## config.mk

```make
export PLATFORM = sky130hd
export DESIGN_NAME = sorted_queue_n
export DESIGN_NICKNAME = d
export VERILOG_FILES = /design/src/rtl/sorted_queue_n.sv
export SDC_FILE = /design/constraint.sdc
export NUM_CORES = 1
export LEC_CHECK = 0
export BUFFER_PORTS_ARGS = -buffer_cell sky130_fd_sc_hd__buf_2
export CORE_MARGIN = 10
export CORE_UTILIZATION = 52
export DETAILED_ROUTE_END_ITERATION = 8
export GPL_TIMING_DRIVEN = 0
export MAX_ROUTING_LAYER = met4
export PLACE_DENSITY_LB_ADDON = 0.25
export SLEW_MARGIN = 10
export SYNTH_ARGS = -nofsm -noshare
export SYNTH_HDL_FRONTEND = slang
export SYNTH_SLANG_ARGS = --single-unit
```

## constraint.sdc

```tcl
create_clock -name clk_i -period 3.7 [get_ports clk_i]
set_input_delay 0.555 -clock clk_i [delete_from_list [all_inputs] [get_ports clk_i]]
set_output_delay 0.555 -clock clk_i [all_outputs]
set_load 0.005 [all_outputs]
```

## src/rtl/sorted_queue_n.sv

```systemverilog
// rtl/sorted_queue_n.sv - sorted min-queue keeping entries in non-decreasing order
// Each cycle removes the head and/or inserts one value into its sorted position.
module sorted_queue_n #(
  parameter int n = 4,
  parameter int m = 10
) (
  input  logic         clk_i,
  input  logic         rst_i,
  input  logic         push_i,
  input  logic [n-1:0] push_data_i,
  input  logic         pop_i,
  output logic [n-1:0] min1_o,
  output logic [n-1:0] min2_o,
  output logic [3:0]   count_o,
  output logic         empty_o,
  output logic         full_o,
  output logic         overflow_o,
  output logic         underflow_o
);

  localparam logic [n-1:0] fill_val = '1;
  localparam logic [3:0]   depth    = 4'(m);

  logic [n-1:0] e_q [m];
  logic [m-1:0] v_q;
  logic [3:0]   count_q;
  logic         empty_q, full_q, ovf_q, unf_q;

  logic         push_acc, pop_acc;
  logic [n-1:0] base_e [m];
  logic [m-1:0] base_v;
  logic [m-1:0] lt;
  logic [n-1:0] nxt_e [m];
  logic [m-1:0] nxt_v;
  logic [3:0]   count_n;

  always_comb begin
    push_acc = push_i && (!full_q || pop_i);
    pop_acc  = pop_i && !empty_q;

    // A pop first shifts everything down; a simultaneous push then inserts into the remainder.
    base_e = e_q;
    base_v = v_q;
    if (pop_acc) begin
      for (int i = 0; i < m - 1; i++) base_e[i] = e_q[i+1];
      base_e[m-1] = fill_val;
      base_v      = {1'b0, v_q[m-1:1]};
    end

    // Strict less-than places a new value after any equal ones already stored.
    for (int i = 0; i < m; i++) lt[i] = !base_v[i] || (push_data_i < base_e[i]);

    nxt_e = base_e;
    nxt_v = base_v;
    if (push_acc) begin
      if (lt[0]) begin
        nxt_e[0] = push_data_i;
        nxt_v[0] = 1'b1;
      end
      for (int i = 1; i < m; i++) begin
        if (lt[i]) begin
          nxt_e[i] = lt[i-1] ? base_e[i-1] : push_data_i;
          nxt_v[i] = lt[i-1] ? base_v[i-1] : 1'b1;
        end
      end
    end

    count_n = count_q + {3'b000, push_acc} - {3'b000, pop_acc};
  end

  always_ff @(posedge clk_i or negedge rst_i) begin
    if (!rst_i) begin
      for (int i = 0; i < m; i++) e_q[i] <= fill_val;
      v_q     <= '0;
      count_q <= 4'd0;
      empty_q <= 1'b1;
      full_q  <= 1'b0;
      ovf_q   <= 1'b0;
      unf_q   <= 1'b0;
    end else begin
      e_q     <= nxt_e;
      v_q     <= nxt_v;
      count_q <= count_n;
      empty_q <= (count_n == 4'd0);
      full_q  <= (count_n == depth);
      ovf_q   <= push_i && !pop_i && full_q;
      unf_q   <= pop_i && empty_q;
    end
  end

  assign min1_o      = e_q[0];
  assign min2_o      = e_q[1];
  assign count_o     = count_q;
  assign empty_o     = empty_q;
  assign full_o      = full_q;
  assign overflow_o  = ovf_q;
  assign underflow_o = unf_q;

endmodule

```

* Word-level counts from Yosys, hierarchy flattened *
Cells that the tools add are included.

storage, ports and cells
  bits in registers = 58
  input port bits = 8
  output and inout bits = 16
  logic and storage cells = 101

cells by class
  add/subtract/negate cells = 2
  magnitude comparators = 10
  eq/ne operators = 1
  multiplexer cells = 42
  reductions and logical operators = 30

operator list
  cell                                        number
  2-to-1 mux 40 bit                           2
  2-to-1 mux 4 bit                            19
  less-than comparator 4 bit                  10
  2-to-1 mux 10 bit                           2
  2-to-1 mux 1 bit                            19
  zero test 1 bit                             13
  logical OR 1 bit                            11
  logical AND 1 bit                           5
  adder 4 x 1 -> 4 bit                        1
  equality test 4 bit, second input constant  1
  zero test 4 bit                             1
  subtractor 4 x 1 -> 4 bit                   1

* Logic depth before layout (Yosys ltp) *
  depth after elaboration = 8
  gate-level depth with buffers = 13
  gate-level depth less buffers = 10

* Worst setup path after synthesis *
OpenSTA, ideal clock, no wires.

  path kind = in2reg
  start = in pop_i
  end = reg e_q[4] (netlist name)
  arrival = 2.907 ns
  required time = 3.625 ns
  slack = 0.718 ns
  cell stages on the path = 11
  path through = nor2b_4 buf_6 buf_6 clkbuf_1 mux2i_1 ha_1 a211o_1 nor3_1 nor3_4 nor2_4 mux2i_1

RTL lines
  what                    line  text
  start: declaration      11    input logic pop_i,
  end signal: assignment  81    e_q <= nxt_e;
  end: declaration        24    logic [n-1:0] e_q [m];

==> out/qor.txt <==
status = completed
antenna violations before repair = 0
Die ar. = 0.0124 mm2
Critical path destination = e_q[5]
CP Launch Point = empty_o
via count = 3188
CP top delay family = simple AND/OR/NAND/NOR gates
layout cell share with drive strength beyond 1 = 27.2%
post-synthesis sequential area ratio = 34.8%
critical path, cell by cell = nor2b_4 -> buf_6 -> buf_6 -> clkbuf_1 -> mux2i_1 -> ha_1 -> a211o_1 -> nor3_1 -> nor3_4 -> nor2_4 -> mux2i_1
most numerous cell in the Yosys netlist = mux2i_1
initial drt markers = 189
R2R Path End = e_q[5]
WL/cell = 18.2 um
Post-DRT Antenna Nets = 0
Clock transition at path regs = 70 ps
hold_buf cts = 0
Setup WS post-layout = 334 ps
dominant synthesized flop cell = dfstp_2
Clk Latency, worst-skew pair = 350 ps
postcts setup bufs = 0
Final Cycle Share = 91.0%
endpoints failing hold = 0
GRT Total Usage = 17.0%
ranking of synthesized cells by area = dfstp_2 (25%), mux2i_1 (24%), dfrtp_1 (9.8%)
Finish-stage setup viols = 0
GPL Wtd Cong = 0.831
Slew Limit Fails = 0
vias per inst = 5.72
r2r startpoint = empty_o
Std-Cell Rows = 33
CTS Buffer Depth = 2
ant diodes = 0
Synth top cells by count = mux2i_1 (102), inv_1 (46), dfstp_2 (41)
Worst Path Max Fanout = 10
area of the mapped netlist = 0.00432 mm2
Layout area overhead = 10.6%
Critical Path Source Type = flip-flop
Critical Path AT = 3640 ps
Buf/Inv on CP = 3
DRC = 0
largest net degree at the start of global routing = 59
PD cells = 898 mW/mm2
largest area contributor in the netlist = dfstp_2
Initial Utilization = 53.1%
final net count = 489
Synth Area per Inst = 10.5 um2
core area = 0.00813 mm2
# resized after CTS = 0
RSZ-0062 raised after global routing = no
hold crit path type = in2async
Post-Route WL = 10100 um
Post-DP HPWL = 7210 um
Max-Cap Viols = 0
Achievable Freq = 297 MHz
Max VDD drop = 0.293 mV
Pre-Repair DR Iteration Count = 4
Final min period = 3370 ps
root buf cell = clkbuf_8
worst-margin pin slew = 752 ps
Syn Nets = 455
Syn Inst Count = 413
Layout Skew = 4.57 ps
EDFF count, synth = 0
port buffer count = 23
Yosys reg bits = 58
vias in the first global route = 3389
TritonCTS Buffers = 9
# fillers = 712
library cells used by synthesis = 44
async set-reset flop share out of synthesis = 100%
slowest stage delay, CP = 510 ps
post-synth top area share = 24.9%
Worst Reg-to-Reg Cells = 11
Setup WS pre-CTS = 47.3 ps
Remaining Overflow, GRT = 0
Die Ht = 111 um
critical path class = reg2reg
headroom to the max-slew limit = 49.9%
CTS tree = built
H-tree Lvls = 3
CP required = 3980 ps
CP max-delay cell = nor3_1
first-pass GRT wire length = 16800 um
Die X-Extent = 111 um
crit end category = flip-flop
num ports = 24
Clock Sinks = 58
TNS Setup = 0 ps
worst reg-to-reg setup slack = 330 ps
leak pwr = 0.00228 uW
Yosys warnings = 0
Worst path depth = 11
-- layer usage --
layer  GRT usage [%]  vias up  part of all wire, %
li1                -     1536                    -
met3            2.65       15                  3.4
met4            6.60        0                  1.7
met5               -        -                    0
met1            19.1     1584                   44
met2            29.4       53                   51
-- logic make-up after synthesis --
kind of cell	Yosys count	synth area share [%]
AND/OR/NAND/NOR	59	7.38
adder cells (fa/ha/maj)	34	10.0
XOR/XNOR	3	0.608
multiplexers	107	24.9
flip-flops	58	34.8
AO/OA/AOI/OAI	83	14.7
buffers and inverters	69	7.59
-- per-stage QoR --
step	instances	hold WS (ps)	util, %	total power [uW]	cell area (um2)
floorplan	413	259	-	3130	4320
global route	557	334	58.7	4630	4780
finish	557	282	58.7	4290	4780
CTS	557	311	58.7	4300	4780
global placement	541	504	56.1	3560	4570
detailed placement	541	508	56.2	3660	4570
-- cell usage in the layout, fill, tap and decap left out, drive strengths merged, types with 7 or more instances in the layout --
cell type,count
mux2i,102
inv,46
dfstp,41
buf,37
ha,33
a21oi,27
nand2,24
clkbuf,23
dfrtp,17
o21ai,17
nor2,17
a2bb2oi,10
nand2b,8
a21boi,7
a211o,7
-- power by group --
part	switching [uW]	internal (uW)
Clock	267	366
Sequential	193	1080
Combinational	1270	1110
Total	1730	2550
-- how the worst min path moves through the flow --
stage | end | depth (start not counted)
2_1_floorplan | count_o[0] | 0
3_3_place_gp | e_q[2] | 1
3_5_place_dp | e_q[3] | 1
4_1_cts | count_o[2] | 1
5_1_grt | count_o[3] | 1
6_report | count_o[3] | 1
-- layout make-up --
cell class              instances  area, um2  share of cell area, %
multi-input cells             286       2490                   52.1
flip-flops and latches         58       1500                   31.5
clock buffers                  14        173                   3.61
inverters                      46        173                   3.61
plain buffers                  23        155                   3.25
well taps                     105        131                   2.75
repair buffers                 23        118                   2.46
clock inverters                 2       35.0                  0.733
-- flip-flops by register name (all words and copies together), names as in the netlist --
register and cells:
overflow_o 1, min1_o 4, count_o 4, e_q 32
underflow_o 1, v_q 10, empty_o 1, min2_o 4
full_o 1
-- worst reg2reg max path, delay by kind of cell (launching register included) --
kind | cells | cell delay (ps)
adders and majority gates | 1 | 290
AOI/OAI and AO/OA | 1 | 290
buffers and inverters | 3 | 800
and+or+nand+nor | 4 | 980
DFF | 1 | 390
muxes | 2 | 550
(Power assumes the default switching activity.)
